[src/rtl/bh_tx_arbiter.sv]
`default_nettype none
// ============================================================================
// Module  : bh_tx_arbiter
// Brief   : Round-robin share of one uart_send between a buffered echo path
//           (port A) and a valid/ready byte source (port B).
// Rev     : 1.0  initial release
// ============================================================================
module bh_tx_arbiter #(
  parameter int CLK_FREQ   = 50000000,
  parameter int UART_BPS   = 9600,
  parameter int FRAME_BITS = 10,
  parameter int FIFO_DEPTH = 4
) (
  input  logic       sys_clk,
  input  logic       sys_rst_n,
  input  logic       rx_done,
  input  logic [7:0] rx_data,
  input  logic       key_valid,
  input  logic [7:0] key_data,
  output logic       key_ready,
  output logic       uart_en,
  output logic [7:0] uart_din,
  output logic       tx_busy,
  output logic       rx_overflow,
  output logic [7:0] drop_cnt
);

  localparam int c_frame_cyc = (CLK_FREQ / UART_BPS) * FRAME_BITS;
  localparam int c_cnt_w     = (c_frame_cyc > 1) ? $clog2(c_frame_cyc + 1) : 1;
  localparam int c_ptr_w     = $clog2(FIFO_DEPTH);
  localparam int c_fcnt_w    = $clog2(FIFO_DEPTH + 1);

  typedef enum logic [1:0] {
    ST_IDLE   = 2'd0,
    ST_LAUNCH = 2'd1,
    ST_WAIT   = 2'd2
  } state_t;

  state_t               r_state;
  state_t               w_state_nxt;
  logic [c_cnt_w-1:0]   r_frame_cnt;
  logic                 w_frame_done;
  logic                 r_last_grant_b;
  logic                 w_req_a;
  logic                 w_req_b;
  logic                 w_grant_a;
  logic                 w_grant_b;
  logic [7:0]           r_uart_din;

  logic [7:0]           r_mem [FIFO_DEPTH];
  logic [c_ptr_w-1:0]   r_wr_ptr;
  logic [c_ptr_w-1:0]   r_rd_ptr;
  logic [c_fcnt_w-1:0]  r_fifo_cnt;
  logic                 w_fifo_full;
  logic                 w_push;
  logic                 w_pop;
  logic                 w_drop;
  logic [7:0]           w_fifo_head;
  logic                 r_rx_overflow;
  logic [7:0]           r_drop_cnt;

  // --------------------------------------------------------------------------
  // Arbitration and sequencing
  // --------------------------------------------------------------------------
  assign w_req_a      = (r_fifo_cnt != '0);
  assign w_req_b      = key_valid;
  assign w_frame_done = (r_state == ST_WAIT) &&
                        (r_frame_cnt == c_cnt_w'(c_frame_cyc - 1));

  always_ff @(posedge sys_clk or negedge sys_rst_n) begin
    if (!sys_rst_n) begin
      r_state <= ST_IDLE;
    end else begin
      r_state <= w_state_nxt;
    end
  end

  // On a tie the port that did not win last time is granted.
  always_comb begin
    w_state_nxt = r_state;
    w_grant_a   = 1'b0;
    w_grant_b   = 1'b0;
    case (r_state)
      ST_IDLE: begin
        if (w_req_a && (!w_req_b || r_last_grant_b)) begin
          w_grant_a   = 1'b1;
          w_state_nxt = ST_LAUNCH;
        end else if (w_req_b) begin
          w_grant_b   = 1'b1;
          w_state_nxt = ST_LAUNCH;
        end
      end
      ST_LAUNCH: begin
        w_state_nxt = ST_WAIT;
      end
      ST_WAIT: begin
        if (w_frame_done) begin
          w_state_nxt = ST_IDLE;
        end
      end
      default: begin
        w_state_nxt = ST_IDLE;
      end
    endcase
  end

  // uart_send has no busy flag, so a whole frame time is waited out.
  always_ff @(posedge sys_clk or negedge sys_rst_n) begin
    if (!sys_rst_n) begin
      r_frame_cnt <= '0;
    end else if (r_state == ST_LAUNCH) begin
      r_frame_cnt <= '0;
    end else if (r_state == ST_WAIT && !w_frame_done) begin
      r_frame_cnt <= r_frame_cnt + c_cnt_w'(1);
    end
  end

  always_ff @(posedge sys_clk or negedge sys_rst_n) begin
    if (!sys_rst_n) begin
      r_uart_din     <= 8'h00;
      r_last_grant_b <= 1'b1;
    end else if (w_grant_a) begin
      r_uart_din     <= w_fifo_head;
      r_last_grant_b <= 1'b0;
    end else if (w_grant_b) begin
      r_uart_din     <= key_data;
      r_last_grant_b <= 1'b1;
    end
  end

  assign key_ready = w_grant_b;
  assign uart_en   = (r_state == ST_LAUNCH);
  assign tx_busy   = (r_state != ST_IDLE);
  assign uart_din  = r_uart_din;

  // --------------------------------------------------------------------------
  // Echo FIFO (pop-then-push: a full FIFO still accepts when popped this cycle)
  // --------------------------------------------------------------------------
  assign w_fifo_full = (r_fifo_cnt == c_fcnt_w'(FIFO_DEPTH));
  assign w_pop       = w_grant_a;
  assign w_push      = rx_done && (!w_fifo_full || w_pop);
  assign w_drop      = rx_done && !w_push;
  assign w_fifo_head = r_mem[r_rd_ptr];

  always_ff @(posedge sys_clk) begin
    if (w_push) begin
      r_mem[r_wr_ptr] <= rx_data;
    end
  end

  always_ff @(posedge sys_clk or negedge sys_rst_n) begin
    if (!sys_rst_n) begin
      r_wr_ptr   <= '0;
      r_rd_ptr   <= '0;
      r_fifo_cnt <= '0;
    end else begin
      if (w_push) begin
        r_wr_ptr <= r_wr_ptr + c_ptr_w'(1);
      end
      if (w_pop) begin
        r_rd_ptr <= r_rd_ptr + c_ptr_w'(1);
      end
      case ({w_push, w_pop})
        2'b10:   r_fifo_cnt <= r_fifo_cnt + c_fcnt_w'(1);
        2'b01:   r_fifo_cnt <= r_fifo_cnt - c_fcnt_w'(1);
        default: r_fifo_cnt <= r_fifo_cnt;
      endcase
    end
  end

  always_ff @(posedge sys_clk or negedge sys_rst_n) begin
    if (!sys_rst_n) begin
      r_rx_overflow <= 1'b0;
      r_drop_cnt    <= 8'h00;
    end else begin
      r_rx_overflow <= w_drop;
      if (w_drop && (r_drop_cnt != 8'hFF)) begin
        r_drop_cnt <= r_drop_cnt + 8'h01;
      end
    end
  end

  assign rx_overflow = r_rx_overflow;
  assign drop_cnt    = r_drop_cnt;

endmodule
`default_nettype wire

[config.mk]
export PLATFORM = sky130hd
export DESIGN_NAME = bh_tx_arbiter
export DESIGN_NICKNAME = d
export VERILOG_FILES = /design/src/rtl/bh_tx_arbiter.sv
export SDC_FILE = /design/constraint.sdc
export NUM_CORES = 1
export LEC_CHECK = 0
export BUFFER_PORTS_ARGS = -buffer_cell sky130_fd_sc_hd__buf_2
export CAP_MARGIN = 20
export CORE_MARGIN = 5
export CORE_UTILIZATION = 58
export DETAILED_ROUTE_END_ITERATION = 16
export PLACE_DENSITY = 0.89
export SLEW_MARGIN = 20
export SYNTH_ARGS = -nofsm -noshare
export SYNTH_HDL_FRONTEND = slang
export SYNTH_SLANG_ARGS = --single-unit
[constraint.sdc]
create_clock -name sys_clk -period 2.3 [get_ports sys_clk]
set_input_delay 0.46 -clock sys_clk [delete_from_list [all_inputs] [get_ports sys_clk]]
set_output_delay 0.46 -clock sys_clk [all_outputs]
set_load 0.01 [all_outputs]
==> Word-level counts from Yosys, hierarchy flattened <==
Memories as Yosys holds them, arrays and structs flattened.
Cells that the tools add are included.
{ "word_totals": {"mem_bits_rw": 32, "reg_bits": 43, "in_bits": 20, "out_inout_bits": 20, "elab_cells": 62, "memories": 1} }
{ "mem_list": {"columns": ["memory", "words", "word_bits", "rd", "rd_ports_with_merged_regs", "write_ports", "line", "text"], "rows": [
  ["r_mem", 4, 8, 1, 0, 1, "50", "logic [7:0] r_mem [FIFO_DEPTH];"]
]} }
{ "classes": {"addsub": 6, "mux": 18, "n_reduce_logical": 19, "eq_ne": 9} }
{ "op_table": {"columns": ["cell", "n"], "rows": [
  ["$mux W16", 2],
  ["$add A16 B1 Y16 const B", 1],
  ["$eq A16 B16 Y1 const B", 1],
  ["$mux W8", 2],
  ["$mux W1", 9],
  ["$add A8 B1 Y8 const B", 1],
  ["$ne A8 B8 Y1 const B", 1],
  ["$reduce_bool A2 Y1", 4],
  ["$logic_and A1 B1 Y1", 6],
  ["$mux W2", 3],
  ["$pmux W2 S3", 1],
  ["$pmux W3 S2", 1],
  ["$add A2 B1 Y2 const B", 2],
  ["$eq A2 B1 Y1 const B", 2],
  ["$eq A2 B2 Y1 const B", 2],
  ["$logic_not A1 Y1", 4],
  ["$add A3 B1 Y3 const B", 1],
  ["$eq A3 B3 Y1 const B", 1],
  ["$ne A3 B3 Y1 const B", 1],
  ["$reduce_bool A3 Y1", 1],
  ["$sub A3 B1 Y3 const B", 1],
  ["$logic_not A2 Y1", 1],
  ["$logic_or A1 B1 Y1", 2],
  ["$ne A2 B2 Y1 const B", 1],
  ["$reduce_and A2 Y1", 1]
]} }

==> Depth between registers and ports, before layout <==
{ "logic_depth": {"depth_word": 10, "ltp_mapped": 10, "depth_no_buf": 8} }

==> Worst setup path before layout <==
OpenSTA, ideal clock, no wires.
{ "synth_path": {"kind": "reg-to-reg", "from": "register r_state[0]", "to": "register r_fifo_cnt[2]", "synth_period_minus_slack_ps": 2035, "stages_incl_launch_ff": 11, "arrival_time_ps": 1906, "t_required_ps": 2171, "n_path_buf": 2, "path_slack_ps": 265, "setup_ps": 129, "path_cell_list": "dfrtp_1 > buf_2 > nor2_4 > inv_2 > nor3_1 > buf_2 > nand2b_1 > fa_1 > nand2b_1 > o22ai_1 > xor2_1"} }
{ "synth_via": {"elab_chain_cells": 6, "word_cells_on_any_way": 8, "classes_between": "eq/ne: 2; mux: 2; reduce/logical: 4"} }
{ "synth_rtl": {"columns": ["item", "line", "text"], "rows": [
  ["start, declared", "39", "state_t r_state;"],
  ["start signal, assigned", "74", "r_state <= w_state_nxt;"],
  ["$logic_not A2 Y1 *", "83", "case (r_state)"],
  ["$mux W1 *", "83", null],
  ["$logic_or A1 B1 Y1", "141", "assign w_push = rx_done && (!w_fifo_full || w_pop);"],
  ["$logic_and A1 B1 Y1", "141", null],
  ["$eq A2 B1 Y1 or $eq A2 B2 Y1 (tied branches)", "163", "case ({w_push, w_pop})"],
  ["$pmux W3 S2 or $reduce_bool A2 Y1 (tied branches)", null, null],
  ["end signal, assigned", "164", "2'b10: r_fifo_cnt <= r_fifo_cnt + c_fcnt_w'(1);"],
  ["end signal, assigned", "165", "2'b01: r_fifo_cnt <= r_fifo_cnt - c_fcnt_w'(1);"],
  ["end signal, assigned", "166", "default: r_fifo_cnt <= r_fifo_cnt;"],
  ["end, declared", "53", "logic [c_fcnt_w-1:0] r_fifo_cnt;"]
]} }
Mark *: on every way between the ends. The rest lies on a longest branch, timed or not.
A chain may end at the register's enable or synchronous reset.

==> Worst setup path after layout <==
{ "layout_path": {"from": "register r_fifo_cnt[0]", "to": "output port key_ready"} }
{ "layout_via": {"elab_chain_cells": 4} }
{ "layout_rtl": {"columns": ["item", "line", "text"], "rows": [
  ["$reduce_bool A3 Y1", "65", "assign w_req_a = (r_fifo_cnt != '0);"],
  ["$logic_and A1 B1 Y1", "85", "if (w_req_a && (!w_req_b || r_last_grant_b)) begin"],
  ["$mux W1", "85", null],
  ["$mux W1", "83", null],
  ["end, declared", "20", "output logic key_ready,"]
]} }
Every way passes these cells.

==> results.toml <==
[synth]
synth_xor_xnor_area_share = 0.03249
netlist_instances = 277
synth_cell_types = 51
synth.avg_cell_area_um2 = 12.65
synthesis.area_mm2 = 0.003505
ys_seq_elements = 75
yosysWarnings = 0
synth-compound-area-share = 0.09996
synth_commonest_cells = "42 x dfrtp_1, 32 x edfxtp_1, 17 x nor2_1"
synthAdderAreaFrac = 0.02713
synth_top_family_by_area = "simple AND/OR/NAND/NOR gates"
ys.flop_type = "dfrtp_1"
yosys-top-cells-area = "dfrtp_1 30%, edfxtp_1 27%, mux4_2 5.1%"
async_reset_ff_frac = 0.5733
synth.largest_area_cell = "dfrtp_1"
synthSimpleGateAreaFrac = 0.1542
synth.most_common_cell = "dfrtp_1"
yosysSeqAreaShare = 0.5816
synthesis.nets = 304
synth-edff-count = 32
synth_top_area_frac = 0.2999
yosys-mux-area-fraction = 0.07247

[worst_setup_path]
cp_max_fo = 9
arrival_ps = 1750
path_cells = "or3_1 > nand2_2 > and3_1 > buf_2"
required_ps = 1840
start_kind = "flip-flop"
slowest_delay_ps = 460
slowest_stage = "or3_1"
crit_type = "flip-flop to output pin"
critPathTopFamily = "simple AND/OR/NAND/NOR gates"
end_kind = "output pin"
critPathBufInv = 1

[die]
rows = 28
ios = 40
die_area_mm2 = 0.007697
initial_core_util = 0.5955
core_mm2 = 0.005886
die_h_um = 87.74
die_x_um = 87.74

[clocking]
cts-root-buf = "clkbuf_8"
cts_made_buffers = 9
cts_sinks = 75
clk_latency_ps = 340
cts_hold_buf = 0
cts_htree_levels = 3
cts_tree = "yes"
cts.reportedPaths.clkPinSlew_ps = 80
clockBufferDepth = 2
postCtsSetupBuffers = 0

[global_route]
overflow = 0
grt_antenna_before_repair = 0
grt_start_max_net_pins = 44
grt_pass1_wl_mm = 11.76
grt_pass1_vias = 2384
grt_usage = 0.2018

[power_and_ir_drop]
p_per_area_mw_per_mm2 = 830.0
leakage_nw = 1.694
vdd_ir_drop_max_mv = 0.4201

[timing]
setup_viol = 0
finalHoldViolations = 0
fmax_mhz = 452.9
finalCritPeriodShare = 0.9601
finClkSkew_ps = 9.633
tightest_slew_ps = 566.9
max_slew_margin = 0.6220
finalMaxSlewViolations = 0
rsz0062_at_grt = "no"
final.setup.tns_ps = 0
min_period_ps = 2208

[cells_and_area]
finalCoreUtilization = 0.6713
nNetsFinal = 345
drive_above_1_share = 0.2477
area_growth_pct = 12.75
n_fill_cell = 424
insertedDiodeCount = 0

[drt]
drt_wl_total_mm = 7.043
vias = 2390
ant_nets = 0
wl_per_cell_um = 17.70
firstDrtPassIters = 5
drc = 0
drt_iter0_drc = 171
viasPerCell = 6.005

[placement]
dpl.hpwl_mm = 5.031
place_congestion = 0.8974
port_buffers = 39

[min_path]
hp-class = "input port to async pin"

[flow_run]
maxCapViolCount = 0

[status]
status = "complete, no violations"
-- state kept, by name, summed over array words and instances (netlist names) --
register / flops
r_last_grant_b: 1
drop_cnt: 8
r_frame_cnt: 16
r_wr_ptr: 2
r_rd_ptr: 2
r_fifo_cnt: 3
uart_din: 8
r_state: 2
rx_overflow: 1
r_mem: 32
-- worst reg2reg max path, cell delays in order, from the launching register on --
cell and delay, ps:
dfrtp_1 500, nor2_4 190, inv_2 90, nor3_1 370
nand2b_1 120, fa_1 390, nand2b_1 80, o22ai_1 80
xor2_1 160
-- report_power, final --
group	total (W)	internal (W)	switching (W)	leakage [nW]
clock network	0.000967	0.000423	0.000544	0.0962
registers	0.00175	0.00162	0.000138	0.822
logic	0.000558	0.000242	0.000316	0.776
-- metal layers --
| layer | global-route usage | wire (um) | vias up |
|---|---|---|---|
| li1 | - | - | 1127 |
| met1 | 0.2741 | 3054 | 1186 |
| met2 | 0.3219 | 3557 | 71 |
| met3 | 0.03951 | 344 | 6 |
| met4 | 0.07950 | 87 | 0 |
| met5 | 0 | 0 | - |
-- timing repair --
action,4_1_cts,5_1_grt
cloned,0,0
gates resized for setup,1,4
setup endpoints to repair,1,32
-- final cells by class --
class	count	area, um2	area share
clock inverters	7	67.56	0.01710
inverters	13	48.80	0.01235
multi-input cells	177	1361	0.3445
clock buffers	9	123.9	0.03135
well taps	75	93.84	0.02375
repair buffers	42	217.7	0.05510
flip-flops and latches	75	2038	0.5158
-- cell families (layout without fill, tap and decap cells) --
family	count (synthesis)	after routing
simple gates	94	94
flops	75	75
mux	15	15
xor+xnor	13	13
compound gates	48	48
buf+inv	25	71
fa+ha+maj	7	7
-- final timing paths --
| path | end | slack (ps) | startpoint | cells after the start |
|---|---|---|---|---|
| worst max-delay path | key_ready | 90 | r_fifo_cnt[0]$_DFFE_PN0P_ | 4 |
| max in group asynchronous | r_wr_ptr[1]$_DFFE_PN0P_ | 1740 | sys_rst_n | 2 |
| worst min register to register | drop_cnt[7]$_DFFE_PN0P_ | 500 | drop_cnt[7]$_DFFE_PN0P_ | 1 |
| min in group sys_clk | r_mem[2][3]$_DFFE_PP_ | 340 | rx_data[3] | 1 |
| worst max register to register | r_fifo_cnt[2]$_DFFE_PN0P_ | 190 | r_state[1]$_DFFE_PN0P_ | 8 |
| worst min-delay path | uart_din[4]$_DFFE_PN0P_ | 180 | sys_rst_n | 2 |
-- placed cells by master, fill, tap and decap left out, types with 9 or more instances in the layout --
cell	netlist	routed
inv_1	11	11
nor2_1	17	17
edfxtp_1	32	32
nand4_1	9	9
nand3_1	10	10
nand2_1	13	12
clkbuf_8	0	9
a21oi_1	13	13
buf_2	9	39
dfrtp_1	42	42
-- per-stage QoR --
| step | instance area [um2] | instances | hold WS [ps] | power [W] | worst slack, ps |
|---|---|---|---|---|---|
| 3_3_place_gp | 3752 | 382 | 453.2 | 0.002287 | 230.2 |
| 4_1_cts | 3946 | 398 | 182.6 | 0.003315 | 87.28 |
| 6_report | 3951 | 398 | 178.0 | 0.003280 | 91.85 |
| 5_1_grt | 3951 | 398 | 212.7 | 0.003461 | 10.87 |
| 2_1_floorplan | 3505 | 277 | 164.4 | 0.002117 | 264.9 |
| 3_5_place_dp | 3752 | 382 | 482.5 | 0.002334 | 103.9 |
(Power assumes the default switching activity.)
